`config.mk`:
```
export PLATFORM = sky130hd
export DESIGN_NAME = alu_cmd_sequencer
export DESIGN_NICKNAME = d
export VERILOG_FILES = /design/src/rtl/alu_cmd_sequencer.sv
export SDC_FILE = /design/constraint.sdc
export NUM_CORES = 1
export LEC_CHECK = 0
export CAP_MARGIN = 30
export CORE_UTILIZATION = 45
export CTS_CLUSTER_DIAMETER = 30
export CTS_CLUSTER_SIZE = 8
export DETAILED_ROUTE_END_ITERATION = 7
export GPL_TIMING_DRIVEN = 0
export HOLD_SLACK_MARGIN = 0.1
export MAX_ROUTING_LAYER = met4
export PLACE_DENSITY = 0.75
export SYNTH_ARGS = -nofsm -noshare
export SYNTH_HDL_FRONTEND = slang
export SYNTH_SLANG_ARGS = --single-unit
```
`constraint.sdc`:
```
create_clock -name clk -period 3.3 [get_ports clk]
set_input_delay 0.825 -clock clk [delete_from_list [all_inputs] [get_ports clk]]
set_output_delay 0.825 -clock clk [all_outputs]
set_load 0.05 [all_outputs]
```
`src/rtl/alu_cmd_sequencer.sv`:
```
// Command sequencer wrapped around an external combinational ALU.
// Optional flag-consistency checker enabled by defining ALU_FLAG_CHECK_EN.
module alu_cmd_sequencer #(
  parameter int WIDTH = 8,
  parameter int NREG  = 4,
  parameter int RAW   = 2
) (
  input  logic             clk,
  input  logic             rst_n,
  input  logic             cmd_valid,
  output logic             cmd_ready,
  input  logic [5:0]       cmd_ctrl,
  input  logic [RAW-1:0]   cmd_src_a,
  input  logic [RAW-1:0]   cmd_src_b,
  input  logic             cmd_imm_en,
  input  logic [WIDTH-1:0] cmd_imm,
  input  logic             cmd_wr,
  input  logic [RAW-1:0]   cmd_dst,
  output logic [WIDTH-1:0] alu_x,
  output logic [WIDTH-1:0] alu_y,
  output logic [5:0]       alu_ctrl,
  input  logic [WIDTH-1:0] alu_o,
  input  logic             alu_zr,
  input  logic             alu_ng,
  output logic             rsp_valid,
  input  logic             rsp_ready,
  output logic [WIDTH-1:0] rsp_data,
  output logic             rsp_zr,
  output logic             rsp_ng,
  output logic             flag_err
);

  typedef enum logic [1:0] {
    IDLE,
    EXEC,
    RESP
  } state_t;

  state_t           state_q, state_d;
  logic [WIDTH-1:0] rf_q [NREG];
  logic [WIDTH-1:0] rf_d [NREG];
  logic [WIDTH-1:0] alu_x_q, alu_x_d;
  logic [WIDTH-1:0] alu_y_q, alu_y_d;
  logic [5:0]       alu_ctrl_q, alu_ctrl_d;
  logic             wr_q, wr_d;
  logic [RAW-1:0]   dst_q, dst_d;
  logic [WIDTH-1:0] rsp_data_q, rsp_data_d;
  logic             rsp_zr_q, rsp_zr_d;
  logic             rsp_ng_q, rsp_ng_d;
  logic             accept;
  logic             exec;

  assign cmd_ready = (state_q == IDLE) |
                     ((state_q == RESP) & rsp_ready);
  assign accept    = cmd_valid & cmd_ready;
  assign exec      = (state_q == EXEC);

  always_comb begin
    state_d    = state_q;
    rf_d       = rf_q;
    alu_x_d    = alu_x_q;
    alu_y_d    = alu_y_q;
    alu_ctrl_d = alu_ctrl_q;
    wr_d       = wr_q;
    dst_d      = dst_q;
    rsp_data_d = rsp_data_q;
    rsp_zr_d   = rsp_zr_q;
    rsp_ng_d   = rsp_ng_q;

    unique case (state_q)
      IDLE: if (accept) state_d = EXEC;
      EXEC: state_d = RESP;
      RESP: begin
        if (rsp_ready) state_d = accept ? EXEC : IDLE;
      end
      default: state_d = IDLE;
    endcase

    // Operands are sampled before this cycle's write-back lands.
    if (accept) begin
      alu_x_d    = rf_q[cmd_src_a];
      alu_y_d    = cmd_imm_en ? cmd_imm : rf_q[cmd_src_b];
      alu_ctrl_d = cmd_ctrl;
      wr_d       = cmd_wr;
      dst_d      = cmd_dst;
    end

    if (exec) begin
      rsp_data_d = alu_o;
      rsp_zr_d   = alu_zr;
      rsp_ng_d   = alu_ng;
      if (wr_q) rf_d[dst_q] = alu_o;
    end
  end

  always_ff @(posedge clk or negedge rst_n) begin
    if (!rst_n) begin
      state_q    <= IDLE;
      for (int i = 0; i < NREG; i++) rf_q[i] <= '0;
      alu_x_q    <= '0;
      alu_y_q    <= '0;
      alu_ctrl_q <= '0;
      wr_q       <= 1'b0;
      dst_q      <= '0;
      rsp_data_q <= '0;
      rsp_zr_q   <= 1'b0;
      rsp_ng_q   <= 1'b0;
    end else begin
      state_q    <= state_d;
      rf_q       <= rf_d;
      alu_x_q    <= alu_x_d;
      alu_y_q    <= alu_y_d;
      alu_ctrl_q <= alu_ctrl_d;
      wr_q       <= wr_d;
      dst_q      <= dst_d;
      rsp_data_q <= rsp_data_d;
      rsp_zr_q   <= rsp_zr_d;
      rsp_ng_q   <= rsp_ng_d;
    end
  end

  assign alu_x     = alu_x_q;
  assign alu_y     = alu_y_q;
  assign alu_ctrl  = alu_ctrl_q;
  assign rsp_valid = (state_q == RESP);
  assign rsp_data  = rsp_data_q;
  assign rsp_zr    = rsp_zr_q;
  assign rsp_ng    = rsp_ng_q;

`ifdef ALU_FLAG_CHECK_EN
  logic flag_err_q, flag_err_d;
  logic flag_bad;

  assign flag_bad = (alu_zr != (alu_o == '0)) |
                    (alu_ng != alu_o[WIDTH-1]);

  // Sticky until reset.
  always_comb begin
    flag_err_d = flag_err_q;
    if (exec & flag_bad) flag_err_d = 1'b1;
  end

  always_ff @(posedge clk or negedge rst_n) begin
    if (!rst_n) flag_err_q <= 1'b0;
    else        flag_err_q <= flag_err_d;
  end

  assign flag_err = flag_err_q;
`else
  assign flag_err = 1'b0;
`endif

endmodule
```
### After elaboration in Yosys (flattened, before gate mapping)

Cells that the tools add are included.

| word-level totals | value |
|---|---|
| bits in registers | 69 |
| input bits | 36 |
| output and inout port bits | 35 |
| logic and storage cells | 45 |

| cells by class | value |
|---|---|
| order comparisons | 4 |
| equal/unequal tests | 4 |
| muxes and demuxes | 14 |
| bitwise gates (word level) | 6 |
| reductions and logical operators | 4 |

Operators by type and width:

| kind | number |
|---|---|
| $mux W8 | 6 |
| $bmux W8 S2 | 2 |
| $bwmux W32 | 1 |
| $demux W8 S2 | 1 |
| $ge A3 B3 Y1 const B | 3 |
| $not A2 Y3 | 3 |
| $pmux W2 S3 | 1 |
| $mux W2 | 2 |
| $reduce_and A2 Y1 | 2 |
| $lt A3 B1 Y1 const B | 1 |
| $and A1 B1 Y1 | 2 |
| $eq A2 B1 Y1 const B | 1 |
| $eq A2 B2 Y1 const B | 1 |
| $logic_not A2 Y1 | 1 |
| $ne A2 B1 Y1 const B | 1 |
| $ne A2 B2 Y1 const B | 1 |
| $logic_and A1 B1 Y1 | 1 |
| $mux W1 | 1 |
| $or A1 B1 Y1 | 1 |

### Depth between registers and ports, before layout

Gate-level depths: netlist of the first run.

| depth | value |
|---|---|
| depth after elaboration | 7 |
| gate-level depth with buffers | 5 |
| mapped depth without buffers | 3 |

### Worst setup path after synthesis of the first run

OpenSTA, ideal clock, no wires.

| timing path | value |
|---|---|
| kind | input to output |
| start | input port rsp_ready |
| end | output port cmd_ready |
| arrival | 1686 ps |
| required time | 2475 ps |
| setup slack | 789 ps |
| stages on the path | 2 |
| buffers on the path | 0 |
| path through | inv_1 > a21oi_1 |

| between the ends | value |
|---|---|
| longest elaborated chain between the ends | 2 |

RTL lines:

| element | RTL line | RTL |
|---|---|---|
| start: declaration | 26 | `input logic rsp_ready,` |
| $and A1 B1 Y1 | 54 | `((state_q == RESP) & rsp_ready);` |
| $or A1 B1 Y1 | 53 | `assign cmd_ready = (state_q == IDLE) \|` |
| end: declaration | 11 | `output logic cmd_ready,` |

No other way between the ends.

### Worst setup path in the final report of the first run

Same ends and word-level chain as after synthesis.

==> impl_metrics.toml, run 1 <==
[outcome]
outcome = "finished, violations left"
violations = "design-rule violations"

[global_routing]
grt_first_pass_wirelength_um = 10400
grt.met2_usage_pct = 32.5
grtUsageTotal_pct = 20.5
grt_max_degree = 70
met3_usage_pct = 3.56
top_usage_layer = "met2"
antenna_found_initial = 0
grt_pass1_vias = 1936
grt.met1_usage_pct = 24.9
grt.overflow.total = 0

[sta]
setup_violations = 0
drv_slew = 0
skew_ns = 0.00944
fmax_ghz = 0.318
tightest_slew_ns = 0.859
period_share_pct = 95.2
period_needed_ns = 3.14
hold_viol_final = 0
rsz0062_at_grt = "false"
slew_headroom_pct = 42.7
holdWs_ns = 0.478

[cts]
cts_tree = "built"
cts_buffers = 9
root_buffer = "clkbuf_8"
cts_setup_buffers = 0
clock-sinks = 69
htree_levels = 3
cts_resized = 0
clock_latency_ns = 0.35
clk_path_buf_depth = 2
clk_pin_slew_ns = 0.07
holdBufCountCts = 0

[worst_setup_path]
crit_required_ns = 2.47
path_max_fanout = 3
path_class = "input port to output pin"
reg2reg_from = "state_q[1]"
arrival_ns = 2.32
crit_start = "rsp_ready"
start_kind = "input port"
endpoint_kind = "output pin"
rrSetupSlack_ns = 1.48

[yosys]
ys_warn_count = 0
synth_cell_types = 22
ys_seq_elements = 69
syn-num-nets = 241
yosysSeqAreaShare_pct = 54.6
synthCells = 205
syn_area_per_cell_um2 = 15.4
netlist_area_mm2 = 0.00316

[placed_design]
postPlaceCellArea_mm2 = 0.00392
globalplace.congestion = 0.738
port_buffers = 64
dpl.hpwl_um = 4240

[drt]
drcViolationCount = 1
routed_wl_um = 6430
vias = 1932
drt.antenna.violating_nets = 0
via_per_inst = 5.07
drt-pass1-iter-count = 6
drt_iter0_markers = 77
wire_per_inst_um = 16.9

[cells_and_area]
final_cell_mix = "dfrtp_1, clkdlybuf4s50_1, mux2_2"
final_net_count = 316
n_antenna_cell = 0
layout_commonest_cell = "dfrtp_1"
syn2layout_area_growth_pct = 31.6
post-route-cell-area_mm2 = 0.00416
drive_gt1_share_pct = 37.2

[pwr]
powerDensity_mw_per_mm2 = 966
power.leakage_nw = 1.79
fin_total_pwr_mw = 4.02
vdd_drop_max_v = 0.000435

[hold_path]
hp-class = "register to register"
hp-start = "rsp_data[2]"

[die]
rows = 30
start_util_pct = 46.5
die_w_um = 85.8
die_h_um = 85.8
core_area_mm2 = 0.00679
ios = 71
dieArea_mm2 = 0.00736

[run]
maxCapViolations = 0
[Yosys cell counts]
master	n	area, um^2
mux2_2	55	619
conb_1	1	3.75
nor2b_1	2	12.5
mux2_4	8	120
clkbuf_1	3	11.3
a211oi_4	1	20.0
buf_4	3	22.5
nand4_2	1	12.5
buf_6	2	22.5
nand4b_2	1	15.0
inv_1	2	7.51
a21o_1	1	7.51
dfrtp_1	69	1730
nor4b_4	1	23.8
mux2_1	2	22.5
buf_1	1	3.75
nand2_1	30	113
a21oi_1	1	5.00
mux4_2	16	360
buf_2	3	15.0
nand2b_1	1	6.26
and4b_1	1	10.0
[stage by stage]
stage / setup TNS [ns] / cells / setup slack, ns / utilization, %
2_1_floorplan: 0 / 205 / 0.789 / -
3_3_place_gp: -68.39 / 365 / -0.995 / 57.7
3_5_place_dp: 0 / 365 / 0.151 / 57.7
4_1_cts: 0 / 381 / 0.151 / 61.2
5_1_grt: 0 / 381 / 0.109 / 61.2
6_report: 0 / 381 / 0.159 / 61.2
[cells by family (layout without fill, tap and decap cells)]
family | Yosys count | in the layout | share of synthesized area [%]
buf+inv | 14 | 94 | 2.61
simple gates | 37 | 37 | 6.10
mux | 81 | 81 | 35.5
other cells | 1 | 1 | 0.119
flops | 69 | 69 | 54.6
compound gates | 3 | 3 | 1.03
[final timing paths]
| path | endpoint | depth (start not counted) |
|---|---|---|
| min in group asynchronous | rsp_data[1] | 1 |
| max reg2reg | rf_q[25] | 3 |
| min | rsp_data[2] | 2 |
| max | cmd_ready | 4 |
| min reg2reg | rsp_data[2] | 2 |
| max in group asynchronous | rsp_data[7] | 1 |
[metal layers]
| metal | routed length [um] | up-vias | part of all wire, % |
|---|---|---|---|
| li1 | - | 892 | - |
| met1 | 2810 | 986 | 44 |
| met2 | 3270 | 42 | 51 |
| met3 | 183 | 12 | 2.8 |
| met4 | 164 | 0 | 2.6 |
| met5 | 0 | - | 0 |
[power by group]
part / total [mW] / internal [mW] / leakage [nW] / switching, mW
Clock: 0.837 / 0.522 / 0.121 / 0.315
Combinational: 1.72 / 0.808 / 0.841 / 0.913
Sequential: 1.46 / 1.22 / 0.831 / 0.241
[final cells by class]
cell class / instances / area [um^2]
Fill cell: 524 / 2640
Sequential cell: 69 / 1730
Multi-Input combinational cell: 122 / 1350
Timing Repair Buffer: 64 / 638
Clock buffer: 12 / 145
Tap cell: 96 / 120
Clock inverter: 4 / 95.1
Buffer: 12 / 75.1
Inverter: 2 / 7.51
[sequential cells by signal, indices dropped and copies added, names as in the netlist]
signal / cells
rsp_zr: 1
alu_ctrl: 6
rsp_ng: 1
state_q: 2
rsp_data: 8
alu_x: 8
wr_q: 1
rf_q: 32
dst_q: 2
alu_y: 8
[critical path, stage by stage]
cell	delay, ns
clkdlybuf4s50_1	0.45
inv_1	0.08
a21oi_1	0.15
clkdlybuf4s50_1	0.81
No activity file was read; power rests on OpenSTA's default activity.
==> inputs of run 2 (changes only) <==
--- a/config.mk
+++ b/config.mk
@@ -14,6 +14,8 @@
 export HOLD_SLACK_MARGIN = 0.1
 export MAX_ROUTING_LAYER = met4
 export PLACE_DENSITY = 0.75
+export SKIP_CTS_REPAIR_TIMING = 1
+export SLEW_MARGIN = 0
 export SYNTH_ARGS = -nofsm -noshare
 export SYNTH_HDL_FRONTEND = slang
 export SYNTH_SLANG_ARGS = --single-unit
==> results of run 2 <==
Same layout as run 1: the final DEF is identical, and so are final timing and power.
==> inputs of run 3 (changes only) <==
--- a/config.mk
+++ b/config.mk
@@ -7,6 +7,7 @@
 export LEC_CHECK = 0
 export CAP_MARGIN = 30
 export CORE_UTILIZATION = 45
+export CTS_BUF_LIST = sky130_fd_sc_hd__clkbuf_4 sky130_fd_sc_hd__clkbuf_8 sky130_fd_sc_hd__clkbuf_16
 export CTS_CLUSTER_DIAMETER = 30
 export CTS_CLUSTER_SIZE = 8
 export DETAILED_ROUTE_END_ITERATION = 7
==> constraint.sdc (replaced) <==
create_clock -name clk -period 3.3 [get_ports clk]
set_input_delay 0.66 -clock clk [delete_from_list [all_inputs] [get_ports clk]]
set_output_delay 0.66 -clock clk [all_outputs]
set_load 0.05 [all_outputs]
==> run 3 against run 2 <==
  * The run still ends with design-rule violations left
  * Routed wire length decreased by 0.22%
  * Final cell count is the same
  * Register-to-register slack is essentially flat
  * Largest cell class unchanged
  * Largest power group unchanged
==> impl_metrics.toml, run 3 (synthesis results as in run 1) <==
[global_routing]
grt.met1_usage_pct = 25.1
grt_first_pass_wirelength_um = 10500
met3_usage_pct = 3.56
grt.met2_usage_pct = 32.4
grtUsageTotal_pct = 20.5
antenna_found_initial = 0
grt.overflow.total = 0
grt_pass1_vias = 1931
top_usage_layer = "met2"
grt_max_degree = 70

[cells_and_area]
syn2layout_area_growth_pct = 31.8
drive_gt1_share_pct = 37.9
fin_cells = 381
top_register = "rf_q"
largest_reg_flops = 32
final_net_count = 316
n_antenna_cell = 0
final_cell_mix = "dfrtp_1, clkdlybuf4s50_1, mux2_2"
layout_commonest_cell = "dfrtp_1"

[die]
die_h_um = 85.8
rows = 30
dieArea_mm2 = 0.00736
die_w_um = 85.8
start_util_pct = 46.5
ios = 71
core_area_mm2 = 0.00679

[sta]
drv_slew = 0
slew_headroom_pct = 43.1
setup_violations = 0
skew_ns = 0.00905
hold_viol_final = 0
tightest_slew_ns = 0.854
period_share_pct = 85.2
period_needed_ns = 2.81
rsz0062_at_grt = "false"
holdWs_ns = 0.421
finalSetupTns_ns = 0
fmax_ghz = 0.356

[worst_setup_path]
arrival_ns = 2.15
start_kind = "input port"
crit_required_ns = 2.64
path_class = "input port to output pin"
path_max_fanout = 3
endpoint_kind = "output pin"

[drt]
routed_wl_um = 6420
wire_per_inst_um = 16.8
vias = 1948
drt-pass1-iter-count = 6
via_per_inst = 5.11
drt_iter0_markers = 75
drcViolationCount = 1
drt.antenna.violating_nets = 0

[cts]
root_buffer = "clkbuf_8"
clk_path_buf_depth = 2
htree_levels = 3
cts_tree = "built"
cts_buffers = 9
clock-sinks = 69
clk_pin_slew_ns = 0.08
clock_latency_ns = 0.35

[outcome]
outcome = "finished, violations left"
violations = "design-rule violations"

[pwr]
pwr-share-seq_pct = 36.2
pwr-share-clk_pct = 21.2
power.leakage_nw = 1.80
swShare_pct = 36.4
p_int_mw = 2.57
vdd_drop_max_v = 0.000436
powerDensity_mw_per_mm2 = 968
p_switching_mw = 1.47
comb_power_share_pct = 42.6

[hold_path]
hp-class = "input port to asynchronous set/reset pin"

[placed_design]
port_buffers = 64
dp.cells = 365
globalplace.congestion = 0.738
dpl.hpwl_um = 4240

[run]
maxCapViolations = 0
==> run 3: cell counts in the layout (fill, tap and decap cells not counted) <==
Identical to the previous run, type by type.
==> run 3: layer usage <==
metal  wire (um)  up-vias
met5           0        -
met2        3290       42
met1        2790     1000
li1            -      895
met4         164        0
met3         180       11
==> run 3: area by class of cell <==
| cell class | count | area (um^2) |
|---|---|---|
| timing repair buffer | 64 | 638 |
| inverter | 2 | 7.51 |
| fill | 524 | 2630 |
| multi-input combinational | 122 | 1350 |
| clock inverter | 4 | 95.1 |
| sequential | 69 | 1730 |
| clock buffer | 12 | 153 |
| buffer | 12 | 75.1 |
| tap | 96 | 120 |
==> run 3: worst max-delay path: stages <==
cell             delay [ns]
clkdlybuf4s50_1        0.45
inv_1                  0.08
a21oi_1                0.15
clkdlybuf4s50_1        0.81
==> run 3: power by group through the flow <==
stage / registers, mW / logic [mW] / clock network (mW)
finish: 1.46 / 1.72 / 0.854
global route: 1.51 / 1.81 / 0.914
CTS: 1.46 / 1.74 / 0.872
detailed placement: 1.47 / 1.73 / 0
global placement: 1.45 / 1.71 / 0
floorplan: 2.00 / 0.657 / 0
==> run 3: path summary, 6_finish.rpt <==
check	startpoint	endpoint	slack, ns	depth (start not counted)
worst max-delay path	rsp_ready	cmd_ready	0.49	4
min in group clk	rsp_data[2]	rsp_data[2]	0.48	2
worst min register to register	rsp_data[2]	rsp_data[2]	0.48	2
worst min-delay path	rst_n	rf_q[19]	0.42	1
max in group asynchronous	rst_n	rf_q[23]	2.33	1
worst max register to register	state_q[1]	rf_q[25]	1.48	3
==> run 3: through the flow <==
stage                     area [um^2]  power [mW]  setup slack (ns)  utilization, %
after floorplan                  3160        2.66              1.12               -
after global placement           3920        3.16            -0.830            57.7
after detailed placement         3920        3.21             0.481            57.7
after CTS                        4170        4.07             0.481            61.3
after global routing             4170        4.23             0.439            61.3
final                            4170        4.03             0.489            61.3
